$ cat src/rtl/iu_pkg.sv
// Shared definitions for the instruction unit: FSM state encoding and
// default widths used by both the IU (PC + instMem) and its controller.
package iu_pkg;

  localparam int IU_ADDR_W  = 5;
  localparam int IU_INSTR_W = 13;
  localparam int IU_OPC_W   = 4;
  localparam logic [IU_OPC_W-1:0] IU_HALT_OPC = 4'hF;

  typedef enum logic [2:0] {
    ST_IDLE   = 3'd0,
    ST_FETCH  = 3'd1,
    ST_DECODE = 3'd2,
    ST_EXEC   = 3'd3,
    ST_HALT   = 3'd4
  } iu_state_e;

endpackage

$ cat src/rtl/iu_ctrl.sv
// Multi-cycle fetch/decode/execute sequencer for the instruction unit.
// Drives the PC and IR strobes, launches execute and counts retired instructions.
module iu_ctrl
  import iu_pkg::*;
#(
  parameter int ADDR_W  = IU_ADDR_W,
  parameter int INSTR_W = IU_INSTR_W,
  parameter int OPC_W   = IU_OPC_W,
  parameter logic [OPC_W-1:0] HALT_OPC = IU_HALT_OPC
) (
  input  logic              clk,
  input  logic              reset,
  input  logic              start,
  input  logic [INSTR_W-1:0] instr,
  input  logic              stall,
  input  logic              exec_done,
  input  logic              br_taken,
  input  logic [ADDR_W-1:0] br_target,
  output logic              pc_ce,
  output logic              pc_load,
  output logic [ADDR_W-1:0] pc_load_addr,
  output logic              ir_load,
  output logic              exec_start,
  output logic [OPC_W-1:0]  opcode,
  output logic [2:0]        state,
  output logic              halted,
  output logic [7:0]        retired
);

  iu_state_e        state_q, state_d;
  logic [OPC_W-1:0] opcode_q, opcode_d;
  logic [7:0]       retired_q, retired_d;

  logic [OPC_W-1:0] instrOpc;
  logic             unusedInstrBits;

  assign instrOpc        = instr[INSTR_W-1 -: OPC_W];
  assign unusedInstrBits = ^instr[INSTR_W-OPC_W-1:0];

  always_ff @(posedge clk or negedge reset) begin
    if (!reset) begin
      state_q   <= ST_IDLE;
      opcode_q  <= '0;
      retired_q <= '0;
    end else begin
      state_q   <= state_d;
      opcode_q  <= opcode_d;
      retired_q <= retired_d;
    end
  end

  // A stalled cycle keeps the state and suppresses every strobe, so a held
  // exec_done is only accepted on the first unstalled EXEC cycle.
  always_comb begin
    state_d    = state_q;
    opcode_d   = opcode_q;
    retired_d  = retired_q;
    pc_ce      = 1'b0;
    pc_load    = 1'b0;
    ir_load    = 1'b0;
    exec_start = 1'b0;

    unique case (state_q)
      ST_IDLE: begin
        if (start) state_d = ST_FETCH;
      end
      ST_FETCH: begin
        if (!stall) state_d = ST_DECODE;
      end
      ST_DECODE: begin
        if (!stall) begin
          ir_load  = 1'b1;
          opcode_d = instrOpc;
          if (instrOpc == HALT_OPC) begin
            state_d = ST_HALT;
          end else begin
            exec_start = 1'b1;
            state_d    = ST_EXEC;
          end
        end
      end
      ST_EXEC: begin
        if (!stall && exec_done) begin
          pc_load   = br_taken;
          pc_ce     = !br_taken;
          retired_d = retired_q + 8'd1;
          state_d   = ST_FETCH;
        end
      end
      ST_HALT: begin
        state_d = ST_HALT;
      end
      default: begin
        state_d = ST_IDLE;
      end
    endcase
  end

  assign pc_load_addr = pc_load ? br_target : '0;
  assign opcode       = opcode_q;
  assign state        = state_q;
  assign halted       = (state_q == ST_HALT);
  assign retired      = retired_q;

endmodule

$ cat config.mk
export PLATFORM = sky130hd
export DESIGN_NAME = iu_ctrl
export DESIGN_NICKNAME = d
export VERILOG_FILES = /design/src/rtl/iu_pkg.sv /design/src/rtl/iu_ctrl.sv
export SDC_FILE = /design/constraint.sdc
export NUM_CORES = 1
export LEC_CHECK = 0
export BUFFER_PORTS_ARGS = -buffer_cell sky130_fd_sc_hd__buf_4
export CAP_MARGIN = 25
export CORE_ASPECT_RATIO = 0.75
export CORE_MARGIN = 2
export CORE_UTILIZATION = 25
export CTS_CLUSTER_DIAMETER = 40
export DETAILED_ROUTE_END_ITERATION = 8
export SYNTH_ARGS = -nofsm -noshare
export SYNTH_HDL_FRONTEND = slang
export SYNTH_SLANG_ARGS = --single-unit
$ cat constraint.sdc
create_clock -name clk -period 2.3 [get_ports clk]
set_clock_uncertainty 0.2 [all_clocks]
set_input_delay 0.115 -clock clk [delete_from_list [all_inputs] [get_ports clk]]
set_output_delay 0.115 -clock clk [all_outputs]
set_load 0.02 [all_outputs]
==> out/results.ini <==
[drt]
wire_per_inst_um=11.63
post-route-drc-count=0
routed_vias_inst=4.439
wl_met2_um=902
detailroute.wirelength.met3_um=100
wirelength_mm=1.826
drt_iter0_drc=37
dr_total_vias=697
maxUsedRoutingLayer=met4
drt-pass1-iter-count=4
route.layer.met1.wl_um=780
route.antenna.remaining_nets=0

[synthesis]
yosys.area.top_type_share_pct=50.34
post_synth_inst_count=68
synth.yosys.warnings=0
ys_seq_area_share_pct=50.34
postSynthNetCount=93
leading_post_synthesis_cells_by_instance_count=dfrtp_1, xor2_1, nand2_1, and3_1, nor3_1
synthFlopType=dfrtp_1
most_common_cell_in_the_synthesized_netlist=dfrtp_1
yosysUniqueCellTypes=21
synth_edf_count=0
netlist_area_um2=745.7
synth_largest_area_cell=dfrtp_1
synthTopCellsByArea=dfrtp_1, xor2_1, mux2_1
async_flop_share_pct=100.0
yosys_register_bits=15
syn_avg_cell_area_um2=10.97

[setup_path]
critPathMaxStageDelay_ps=540
end_kind=primary output
critical_path.cell_chain=dlygate4sd3_1, buf_4, or3b_4, nor2_4, and3_1, buf_4
critPathRequiredTime_ps=1990
critical_path.reg2reg.startpoint=state[1]$_DFFE_PN0P_
worst_setup_path_startpoint=stall
cp_slowest_cell=dlygate4sd3_1
crit_path_frequent_cell=buf_4
path_max_fanout=10
critPathLaunchType=input pin
setup.worst_path.class=input pin to primary output
crit_arrival_ps=1790

[floorplanning]
floorplan.io_pins=49
fp.coreArea_mm2=0.002893
core.rowCount=17
initial_core_util_pct=25.78
dieHeight_um=51.30
chipWidth_um=67.07
die_area_mm2=0.003440

[finish]
layout.cells.non_filler=157
fin_nets=145
post_route_cells_drive_above_1_share_pct=39.50
layout.cell_area.non_filler_mm2=0.001212
total_inserted_antenna_cells=0
areaGrowthSynthToFinish_pct=62.58

[clock_network]
ctsHtreeMaxLevel=1
tritoncts=done
worst_setup_hold_path_clk_slew_ps=60
cts_made_buffers=3
max-clock-path-buffers=2
cts.repair_timing.setup_buffer_count=0
clkLatencyLatePin_ps=250
cts.root.buffer_cell=clkbuf_8
clkSinkCount=15

[power_and_ir_drop]
finalPower_mw=1.220
power-per-cell-area_mw_per_mm2=1007
vdd_ir_drop_max_uv=432.7
power.static_leakage_nw=0.6148

[sta]
grt_setup_unrepaired=no
final.setup.tns_ps=0
setup_viol_count_final=0
timing.final.max_slew_violations=0
relSlewSlack_pct=78.75
period_minus_slack_ps=2104
post-route-period-util_pct=91.46
hold_viol=0
highest_clock_rate_mhz=475.4
max_slew.worst_pin.slew_ps=315.8

[global_routing]
grt_util_all_layers_pct=12.58
antenna_found_initial=0
grt_first_pass_wirelength_mm=3.153
grt_start_max_net_pins=16
vias_in_the_first_global_route=667
global_route.overflow_total=0

[placed_design]
post_dp_cell_area_mm2=0.001075
finalWeightedCongestion=0.7422
post-place-cells=144
hpwl_mm=1.359
portBuffers=39

[run]
max_cap_violations=0

[hold_path]
timing.hold.worst.class=input pin to async pin

[run_status]
outcome=completed

## per-layer routing
layer / global-route usage, % / vias to the layer above
met4: 6.122 / 0
met1: 16.05 / 323
met3: 4.185 / 5
met5: 0 / -
li1: - / 349
met2: 18.98 / 20
## placed cells by master, fill, tap and decap left out
master         Yosys  final
nand4_1            3      3
mux2_2             2      2
nand3_1            2      2
clkbuf_1           0      1
nor2_1             3      3
nor3_1             4      4
mux2_1             3      3
buf_4              0     39
clkbuf_8           0      3
nor4_1             2      2
nand3b_1           3      3
dfrtp_1           15     15
a31oi_1            2      2
dlygate4sd3_1      0      9
nor2_4             2      2
and2_1             3      3
o21ai_0            1      1
nand2_1            6      6
ha_1               1      1
inv_1              1      1
a2bb2oi_1          1      1
or3b_4             0      1
and3_1             5      5
xor2_1             7      7
## registers in the layout, summed over array words and instances (netlist names)
signal and count:
opcode 4, state 3, retired 8
## repair_timing
action,4_1_cts,5_1_grt
setup endpoints to repair,0,5
gates resized for setup,0,1
endpoints found under the hold margin,21,0
hold buffers,9,0
## cells by family (layout without fill, tap and decap cells)
logic type               after synthesis  in the layout  share of synthesized area, %
adder cells (fa/ha/maj)                1              1                         1.678
flip-flops                            15             15                         50.34
XOR/XNOR                               7              7                         8.222
AO/OA/AOI/OAI                          4              4                         3.523
AND/OR/NAND/NOR                       34             34                         26.68
multiplexers                           5              5                         7.550
buffers and inverters                  2             53                         2.013
## worst max-delay path, delay by kind of cell
kind | cells | cell delay (ps)
buffers and inverters | 3 | 830
AND/OR/NAND/NOR | 3 | 850
## worst paths after layout
path                                          end  slack (ps)  cells past startpoint
max                               pc_load_addr[0]         200                      6
min                        retired[3]$_DFFE_PN0P_          50                      2
max reg2reg                retired[1]$_DFFE_PN0P_         470                      3
min reg2reg                retired[7]$_DFFE_PN0P_         270                      1
max in group asynchronous  retired[4]$_DFFE_PN0P_        1680                      2
min in group clk           retired[2]$_DFFE_PN0P_         120                      4
## layout make-up
class / instances / area [um2]
multi-input combinational: 51 / 357.8
tap: 38 / 47.55
clock buffer: 4 / 45.04
fill: 306 / 1680
sequential: 15 / 375.4
inverter: 1 / 3.754
timing repair buffer: 48 / 382.9
## power by group
group | total (mW) | switching (mW) | leakage [nW] | internal, mW
Combinational | 0.551 | 0.278 | 0.403 | 0.273
Sequential | 0.456 | 0.105 | 0.189 | 0.351
Clock | 0.213 | 0.0905 | 0.0228 | 0.123
Total | 1.22 | 0.473 | 0.615 | 0.747
## through the flow
| stage | worst slack [ps] | hold slack, ps | utilization [%] |
|---|---|---|---|
| global placement | 352.0 | -221.9 | 37.15 |
| floorplan | 355.2 | -380.6 | - |
| CTS | 40.50 | 59.35 | 41.83 |
| detailed placement | 308.9 | -218.2 | 37.15 |
| finish | 196.5 | 53.06 | 41.91 |
| global route | 91.60 | 69.19 | 41.91 |
Note: power is estimated with default switching activity, not from simulation.
